`config.mk`:
```
export PLATFORM = sky130hd
export DESIGN_NAME = wash_sequencer
export DESIGN_NICKNAME = d
export VERILOG_FILES = /design/src/rtl/wash_sequencer.sv
export SDC_FILE = /design/constraint.sdc
export NUM_CORES = 1
export LEC_CHECK = 0
export BUFFER_PORTS_ARGS = -buffer_cell sky130_fd_sc_hd__buf_2
export CAP_MARGIN = 30
export CORE_ASPECT_RATIO = 0.7
export CORE_MARGIN = 5
export CORE_UTILIZATION = 45
export CTS_BUF_LIST = sky130_fd_sc_hd__clkbuf_8
export CTS_CLUSTER_DIAMETER = 50
export DETAILED_ROUTE_END_ITERATION = 10
export GPL_TIMING_DRIVEN = 1
export PLACE_DENSITY = 0.83
export SLEW_MARGIN = 10
export SYNTH_ARGS = -nofsm -noshare
export SYNTH_HDL_FRONTEND = slang
export SYNTH_SLANG_ARGS = --single-unit
```
`constraint.sdc`:
```
create_clock -name clk -period 3.3 [get_ports clk]
set_clock_uncertainty 0.05 [all_clocks]
set_input_delay 0.165 -clock clk [delete_from_list [all_inputs] [get_ports clk]]
set_output_delay 0.165 -clock clk [all_outputs]
set_load 0.01 [all_outputs]
```
`src/rtl/wash_sequencer.sv`:
```
// Washing machine program sequencer: walks the machine through power-up,
// program selection, running, pausing, door-open alarm and end-of-cycle
// alarm, and builds the packed stage-duration word for the run controller.
module wash_sequencer #(
    parameter logic [2:0]  INIT_SEC   = 3'd5,
    parameter logic [2:0]  FINISH_SEC = 3'd5,
    parameter logic [25:0] BASE_PROG  = 26'h1AB490B
) (
    input  logic        clk,
    input  logic        rst,
    input  logic        tick,
    input  logic        power_btn,
    input  logic        start_btn,
    input  logic        mode_btn,
    input  logic        door_open,
    input  logic        run_done,
    output logic [2:0]  state,
    output logic [25:0] data,
    output logic [2:0]  mode,
    output logic [2:0]  sec_left,
    output logic        buzzer
);

    typedef enum logic [2:0] {
        S_SHUTDOWN = 3'd0,
        S_BEGIN    = 3'd1,
        S_SET      = 3'd2,
        S_RUN      = 3'd3,
        S_ERROR    = 3'd4,
        S_PAUSE    = 3'd5,
        S_FINISH   = 3'd6
    } state_t;

    state_t      state_q;
    state_t      err_ret_q;
    logic [2:0]  mode_q;
    logic [2:0]  sec_left_q;
    logic        buzzer_q;
    logic [25:0] data_q;

    // Bit mask of the duration fields enabled by {wash, rinse, spin}.
    function automatic logic [25:0] prog_mask(input logic [2:0] m);
        logic [25:0] msk;
        msk = '0;
        if (m[2]) msk[25:16] = '1;
        if (m[1]) msk[15:6]  = '1;
        if (m[0]) msk[5:0]   = '1;
        return msk;
    endfunction

    // Mode selection steps downward and skips the empty program 0.
    function automatic logic [2:0] mode_step(input logic [2:0] m);
        return (m <= 3'd1) ? 3'd7 : m - 3'd1;
    endfunction

    // Program state machine: power button overrides everything but reset,
    // and a transition taken in a cycle swallows a coincident tick.
    always_ff @(posedge clk) begin
        if (rst) begin
            state_q    <= S_SHUTDOWN;
            err_ret_q  <= S_SET;
            mode_q     <= 3'b111;
            sec_left_q <= 3'd0;
            buzzer_q   <= 1'b0;
        end else if (power_btn) begin
            if (state_q == S_SHUTDOWN) begin
                state_q    <= S_BEGIN;
                sec_left_q <= INIT_SEC;
            end else begin
                state_q    <= S_SHUTDOWN;
                sec_left_q <= 3'd0;
                buzzer_q   <= 1'b0;
            end
        end else begin
            case (state_q)
                S_SHUTDOWN: begin
                    sec_left_q <= 3'd0;
                    buzzer_q   <= 1'b0;
                end

                S_BEGIN: begin
                    if (tick) begin
                        if (sec_left_q <= 3'd1) begin
                            state_q    <= S_SET;
                            sec_left_q <= 3'd0;
                        end else begin
                            sec_left_q <= sec_left_q - 3'd1;
                        end
                    end
                end

                S_SET: begin
                    if (start_btn) begin
                        if (door_open) begin
                            state_q   <= S_ERROR;
                            err_ret_q <= S_SET;
                        end else begin
                            state_q <= S_RUN;
                        end
                    end else if (mode_btn) begin
                        mode_q <= mode_step(mode_q);
                    end
                end

                S_RUN: begin
                    if (run_done) begin
                        state_q    <= S_FINISH;
                        sec_left_q <= FINISH_SEC;
                        buzzer_q   <= FINISH_SEC[0];
                    end else if (door_open) begin
                        state_q   <= S_ERROR;
                        err_ret_q <= S_PAUSE;
                    end else if (start_btn) begin
                        state_q <= S_PAUSE;
                    end
                end

                S_PAUSE: begin
                    if (start_btn) begin
                        if (door_open) begin
                            state_q   <= S_ERROR;
                            err_ret_q <= S_PAUSE;
                        end else begin
                            state_q <= S_RUN;
                        end
                    end
                end

                S_ERROR: begin
                    if (start_btn && !door_open) begin
                        state_q  <= err_ret_q;
                        buzzer_q <= 1'b0;
                    end else if (tick) begin
                        buzzer_q <= ~buzzer_q;
                    end
                end

                S_FINISH: begin
                    if (tick) begin
                        if (sec_left_q <= 3'd1) begin
                            state_q    <= S_SHUTDOWN;
                            sec_left_q <= 3'd0;
                            buzzer_q   <= 1'b0;
                        end else begin
                            sec_left_q <= sec_left_q - 3'd1;
                            // Buzzer follows the parity of the new count.
                            buzzer_q   <= ~sec_left_q[0];
                        end
                    end
                end

                default: begin
                    state_q    <= S_SHUTDOWN;
                    sec_left_q <= 3'd0;
                    buzzer_q   <= 1'b0;
                end
            endcase
        end
    end

    // Stage-duration word: tracks mode while selecting, frozen while a
    // program is in progress, and cleared whenever no program is loaded.
    always_ff @(posedge clk) begin
        if (rst) begin
            data_q <= '0;
        end else begin
            case (state_q)
                S_SET:                   data_q <= BASE_PROG & prog_mask(mode_q);
                S_RUN, S_PAUSE, S_ERROR: data_q <= data_q;
                default:                 data_q <= '0;
            endcase
        end
    end

    assign state    = state_q;
    assign data     = data_q;
    assign mode     = mode_q;
    assign sec_left = sec_left_q;
    assign buzzer   = buzzer_q;

endmodule

```
==> results_dict.tcl, run 1 <==
set metrics [dict create \
    outcome "completed" \
    netlist_top_cells_count "buf_4 (23), dfxtp_1 (15), a21oi_1 (13)" \
    die_h_um 54.67 \
    grt_pass1_vias 869 \
    cp_num_buf_inv 0 \
    ir_drop_v 0.0001479 \
    synthArstFlopShare_pct 0 \
    clock_latency_ns 0.25 \
    synth-edff-count 0 \
    ff2ff_setup_slack_ns 1.14 \
    clock_power_share_pct 36.0 \
    core_region_area_um2 2763 \
    grt_pass1_wl_um 4160 \
    dpl_cell_area_um2 1291 \
    yosysTopAreaCellShare_pct 23.41 \
    clkTransAtPathRegs_ns 0.07 \
    initial_core_util_pct 46.42 \
    ys_types 44 \
    cts_tree "done" \
    sequentialPowerShare_pct 44.8 \
    io_pins 44 \
    cellPowerDensity_nw_per_um2 333.7 \
    drc_errors 0 \
    die_area_um2 4035 \
    overflow 0 \
    antennaDiodeCount 0 \
    areaGrowthSynthToFinish_pct 4.488 \
    p_leak_nw 0.6046 \
    cp_slowest_stage_delay_ns 0.89 \
    clk_path_buf_depth 2 \
    wl_per_cell_um 12.84 \
    intPower_w 0.0003057 \
    final_nets 194 \
    sw_frac_of_total_pct 31.65 \
    drv_slew 0 \
    grt_setup_unrepaired "no" \
    dpl.hpwl_um 2074 \
    hold_buffers 0 \
    pwr-share-comb_pct 19.2 \
    dr.pass1.iters 4 \
    fmax_mhz 463.6 \
    antenna_found_initial 0 \
    cp.required_ns 3.44 \
    worstMarginPinSlew_ns 0.8614 \
    cts_resized 0 \
    finalSetupTns_ns 0 \
    crit_top_cell "a22o_1" \
    track_usage_pct 13.44 \
    crit_chain "o21ai_0, a22o_1, a22o_1, a311o_1, a21oi_1" \
    rows 16 \
    ant_nets 0 \
    gp_congestion 0.9242 \
    fin_crit_sh_pct 65.36 \
    dieWidth_um 73.81 \
    synth.avg_cell_area_um2 7.634 \
    crit_family "compound AO/OA/AOI/OAI gates" \
    yosysMostFrequentCell "buf_4" \
    ys.flop_type "dfxtp_1" \
    synth_warnings 0 \
    drtIter0Drc 156 \
    crit_type "register to register" \
    crit_path_max_fanout 29 \
    cp.arrival_ns 2.30 \
    hold_viol_final 0 \
    finalSetupViolations 0 \
    post_cts_buffers 0 \
    cts_sinks 15 \
    netlist_top_cells_area "dfxtp_1 (23%), buf_4 (13%), a21oi_1 (5.1%), ha_1 (3.9%), mux2i_1 (3.9%)" \
    io_buffer_count 29 \
    syn_inst 168 \
    cts_buffers 3 \
    switchingPower_w 0.0001415 \
    cap_violations 0 \
    viasPerCell 5.263 \
    seq_area_frac_synth_pct 23.41 \
    fin_area_um2 1340 \
    layout_min_cycle_time_ns 2.157 \
    met2_usage_pct 18.24 \
    synth_area_um2 1282 \
    vias 1142 \
    num-fill-cells 277 \
    gr-usage-met3_pct 4.771 \
    clockRootBuffer "clkbuf_8" \
    relSlewSlack_pct 42.49 \
    cp_slowest_cell "dfxtp_1" \
    grt_max_degree 30 \
    finalWirelength_um 2786 \
    drive_above_1_share_pct 19.89 \
    cts_max_level 1 \
    critPathLaunchType "register" \
    synth-seq-cells 15 \
    netlist.top_cell.by_area "dfxtp_1" \
    met1_usage_pct 19.93 \
    endpoint_kind "register" \
    grt-busiest-layer "met1" \
    hp-class "primary input to register" \
]
[final cells by class]
class	instances	area [um2]	share of cell area [%]
clock buffers	3	41.29	3.081
clock inverters	1	7.507	0.5602
inverters	10	37.54	2.801
multi-input cells	123	763.2	56.96
flip-flops and latches	15	300.3	22.41
well taps	36	45.04	3.361
repair buffers	29	145.1	10.83
[power by group through the flow]
stage          logic (W)  clock network, W  registers, W
6_report       0.0000859          0.000161      0.000201
5_1_grt        0.0000957          0.000172      0.000202
3_3_place_gp   0.0000844                 0      0.000204
3_5_place_dp   0.0000845                 0      0.000204
2_1_floorplan  0.0000835                 0      0.000198
4_1_cts        0.0000850          0.000165      0.000200
[metal layers]
metal / vias to the layer above / part of all wire, %
met1: 506 / 48
met5: - / 0
met2: 49 / 42
met4: 0 / 0.72
li1: 583 / -
met3: 4 / 9.2
[state kept, by name, indices dropped and copies added (netlist names)]
register,flops
data,3
buzzer,1
sec_left,3
err_ret_q,2
state,3
mode,3
[stage by stage]
stage	utilization [%]	total power, W	instances	worst slack (ns)	hold WS (ns)
CTS	48.51	0.0004498	217	1.190	0.2101
global placement	46.74	0.0002882	213	1.254	0.4238
finish	48.51	0.0004472	217	1.143	0.2105
detailed placement	46.74	0.0002886	213	1.196	0.4295
floorplan	-	0.0002814	181	1.596	0.1981
global route	48.51	0.0004690	217	0.9292	0.2360
[placed cells by master (no fill, tap or decap), types with 5 or more instances in the layout]
master    synthesis  final
a21oi_1          13     13
buf_2             3     29
conb_1            1     14
dfxtp_1          15     15
inv_1            10     10
mux2i_1           5      5
nand2_1          11     11
nand2b_1          7      7
nor2_1            9      9
o21ai_0           9      9
[cell families (layout without fill, tap and decap cells)]
kind of cell | Yosys count | after routing | share of synthesized area (%)
buffers and inverters | 43 | 43 | 20.88
adder cells (fa/ha/maj) | 4 | 4 | 3.903
multiplexers | 6 | 6 | 4.781
AND/OR/NAND/NOR | 49 | 49 | 20.19
flip-flops | 15 | 15 | 23.41
AO/OA/AOI/OAI | 50 | 50 | 26.54
other | 1 | 14 | 0.2924
[final timing paths]
kind	startpoint	depth (start not counted)	end
worst max-delay path	state[0]	5	state[0]
worst min-delay path	rst	2	data[23]
worst max register to register	state[0]	5	state[0]
worst min register to register	sec_left[1]	2	sec_left[1]
Note: power is estimated with default switching activity, not from simulation.
==> run 2, diff against run 1 <==
--- a/config.mk
+++ b/config.mk
@@ -14,7 +14,7 @@
 export CTS_CLUSTER_DIAMETER = 50
 export DETAILED_ROUTE_END_ITERATION = 10
 export GPL_TIMING_DRIVEN = 1
-export PLACE_DENSITY = 0.83
+export PLACE_DENSITY = 0.86
 export SLEW_MARGIN = 10
 export SYNTH_ARGS = -nofsm -noshare
 export SYNTH_HDL_FRONTEND = slang
==> constraint.sdc (replaced) <==
create_clock -name clk -period 1.85 [get_ports clk]
set_clock_uncertainty 0.05 [all_clocks]
set_input_delay 0.0925 -clock clk [delete_from_list [all_inputs] [get_ports clk]]
set_output_delay 0.0925 -clock clk [all_outputs]
set_load 0.01 [all_outputs]
==> results_dict.tcl, run 2 (synthesized netlist as in run 1, its figures left out) <==
set metrics [dict create \
    outcome "completed" \
    hp-class "primary input to register" \
    areaGrowthSynthToFinish_pct 10.34 \
    initial_core_util_pct 46.42 \
    layout_min_cycle_time_ns 1.803 \
    io_buffer_count 29 \
    clk_path_buf_depth 2 \
    final_common_cell "buf_2" \
    grt-busiest-layer "met2" \
    cp-startpoint "sec_left[1]" \
    gr-usage-met3_pct 4.771 \
    cts_tree "done" \
    multi_input_area_um2 775.7 \
    cts_resized 0 \
    r2r-start "sec_left[1]" \
    finalSetupTns_ns 0 \
    gp_congestion 0.8436 \
    reg2reg_depth 7 \
    critPathLaunchType "register" \
    antennaDiodeCount 0 \
    drv_slew 0 \
    clockRootBuffer "clkbuf_8" \
    crit_path_max_fanout 5 \
    endpoint_kind "register" \
    cts_sinks 15 \
    hold_buffers 0 \
    fmax_mhz 554.7 \
    cp.arrival_ns 1.94 \
    post_cts_buffers 0 \
    antenna_found_initial 0 \
    mostFrequentLayoutCells "buf_2 (29), conb_1 (14), a21oi_1 (13), dfxtp_1 (13), nand2_1 (11)" \
    wl_per_cell_um 13.37 \
    cts_buffers 3 \
    dieWidth_um 73.81 \
    clkTransAtPathRegs_ns 0.07 \
    p_leak_nw 0.6503 \
    track_usage_pct 14.22 \
    cp.required_ns 1.98 \
    die_h_um 54.67 \
    min_from "rst" \
    hold_viol_final 0 \
    ant_nets 0 \
    viasPerCell 5.227 \
    ir_drop_v 0.0003011 \
    finalSetupViolations 0 \
    cap_violations 0 \
    io_pins 44 \
    min_path_cells 2 \
    vias 1176 \
    finalWirelength_um 3009 \
    rows 16 \
    die_area_um2 4035 \
    dr.pass1.iters 4 \
    overflow 0 \
    ff_latch_area_um2 302.8 \
    num-fill-cells 270 \
    cts_max_level 1 \
    drive_above_1_share_pct 25.40 \
    drtIter0Drc 89 \
    clock_latency_ns 0.25 \
    fin_crit_sh_pct 97.45 \
    holdWs_ns 0.1444 \
    drc_errors 0 \
    grt_pass1_vias 962 \
    grt_pass1_wl_um 4402 \
    final_nets 202 \
    met2_usage_pct 21.03 \
    cellPowerDensity_nw_per_um2 575.2 \
    core_region_area_um2 2763 \
    grt_max_degree 17 \
    crit_type "register to register" \
    dpl.hpwl_um 2281 \
    met1_usage_pct 19.83 \
]
run 2: metal layers:
layer,part of all wire [%],vias to the layer above
met2,44,44
li1,-,594
met4,0.70,0
met1,47,534
met3,8.1,4
met5,0,-
run 2: report_power, final:
group | switching (W) | internal (W) | total (W)
registers | 0.0000165 | 0.000333 | 0.000350
logic | 0.000109 | 0.0000721 | 0.000181
clock network | 0.000132 | 0.000152 | 0.000283
total | 0.000257 | 0.000557 | 0.000814
run 2: worst max-delay path: stages (launching register included):
cell and delay, ns:
dfxtp_1 0.33, inv_1 0.10, ha_1 0.16, o21bai_1 0.13, nand2_1 0.12, o311a_1 0.35, a2111o_1 0.35, a21oi_1 0.13
run 2: area by class of cell:
type / count / share of cell area, %
sequential: 15 / 21.40
clock buffer: 3 / 2.918
inverter: 10 / 2.653
multi-input combinational: 123 / 54.82
timing repair buffer: 37 / 14.50
clock inverter: 1 / 0.5305
tap: 36 / 3.183
run 2: per-stage QoR:
stage          setup WS [ns]  util [%]  instances  power [W]  area [um2]
6_report             0.04726     51.22        225  0.0008139        1415
5_1_grt            -0.002329     51.22        225  0.0008564        1415
4_1_cts             0.001366     50.68        225  0.0008148        1400
3_5_place_dp         0.03648     48.91        221  0.0005271        1351
3_3_place_gp         0.07507     48.91        221  0.0005230        1351
2_1_floorplan         0.1462         -        181  0.0005019        1331
run 2: worst paths after layout:
path                                     end  slack, ns
worst max-delay path                state[2]       0.05
worst min-delay path            err_ret_q[0]       0.14
worst max register to register      state[2]       0.05
worst min register to register   sec_left[1]       0.43
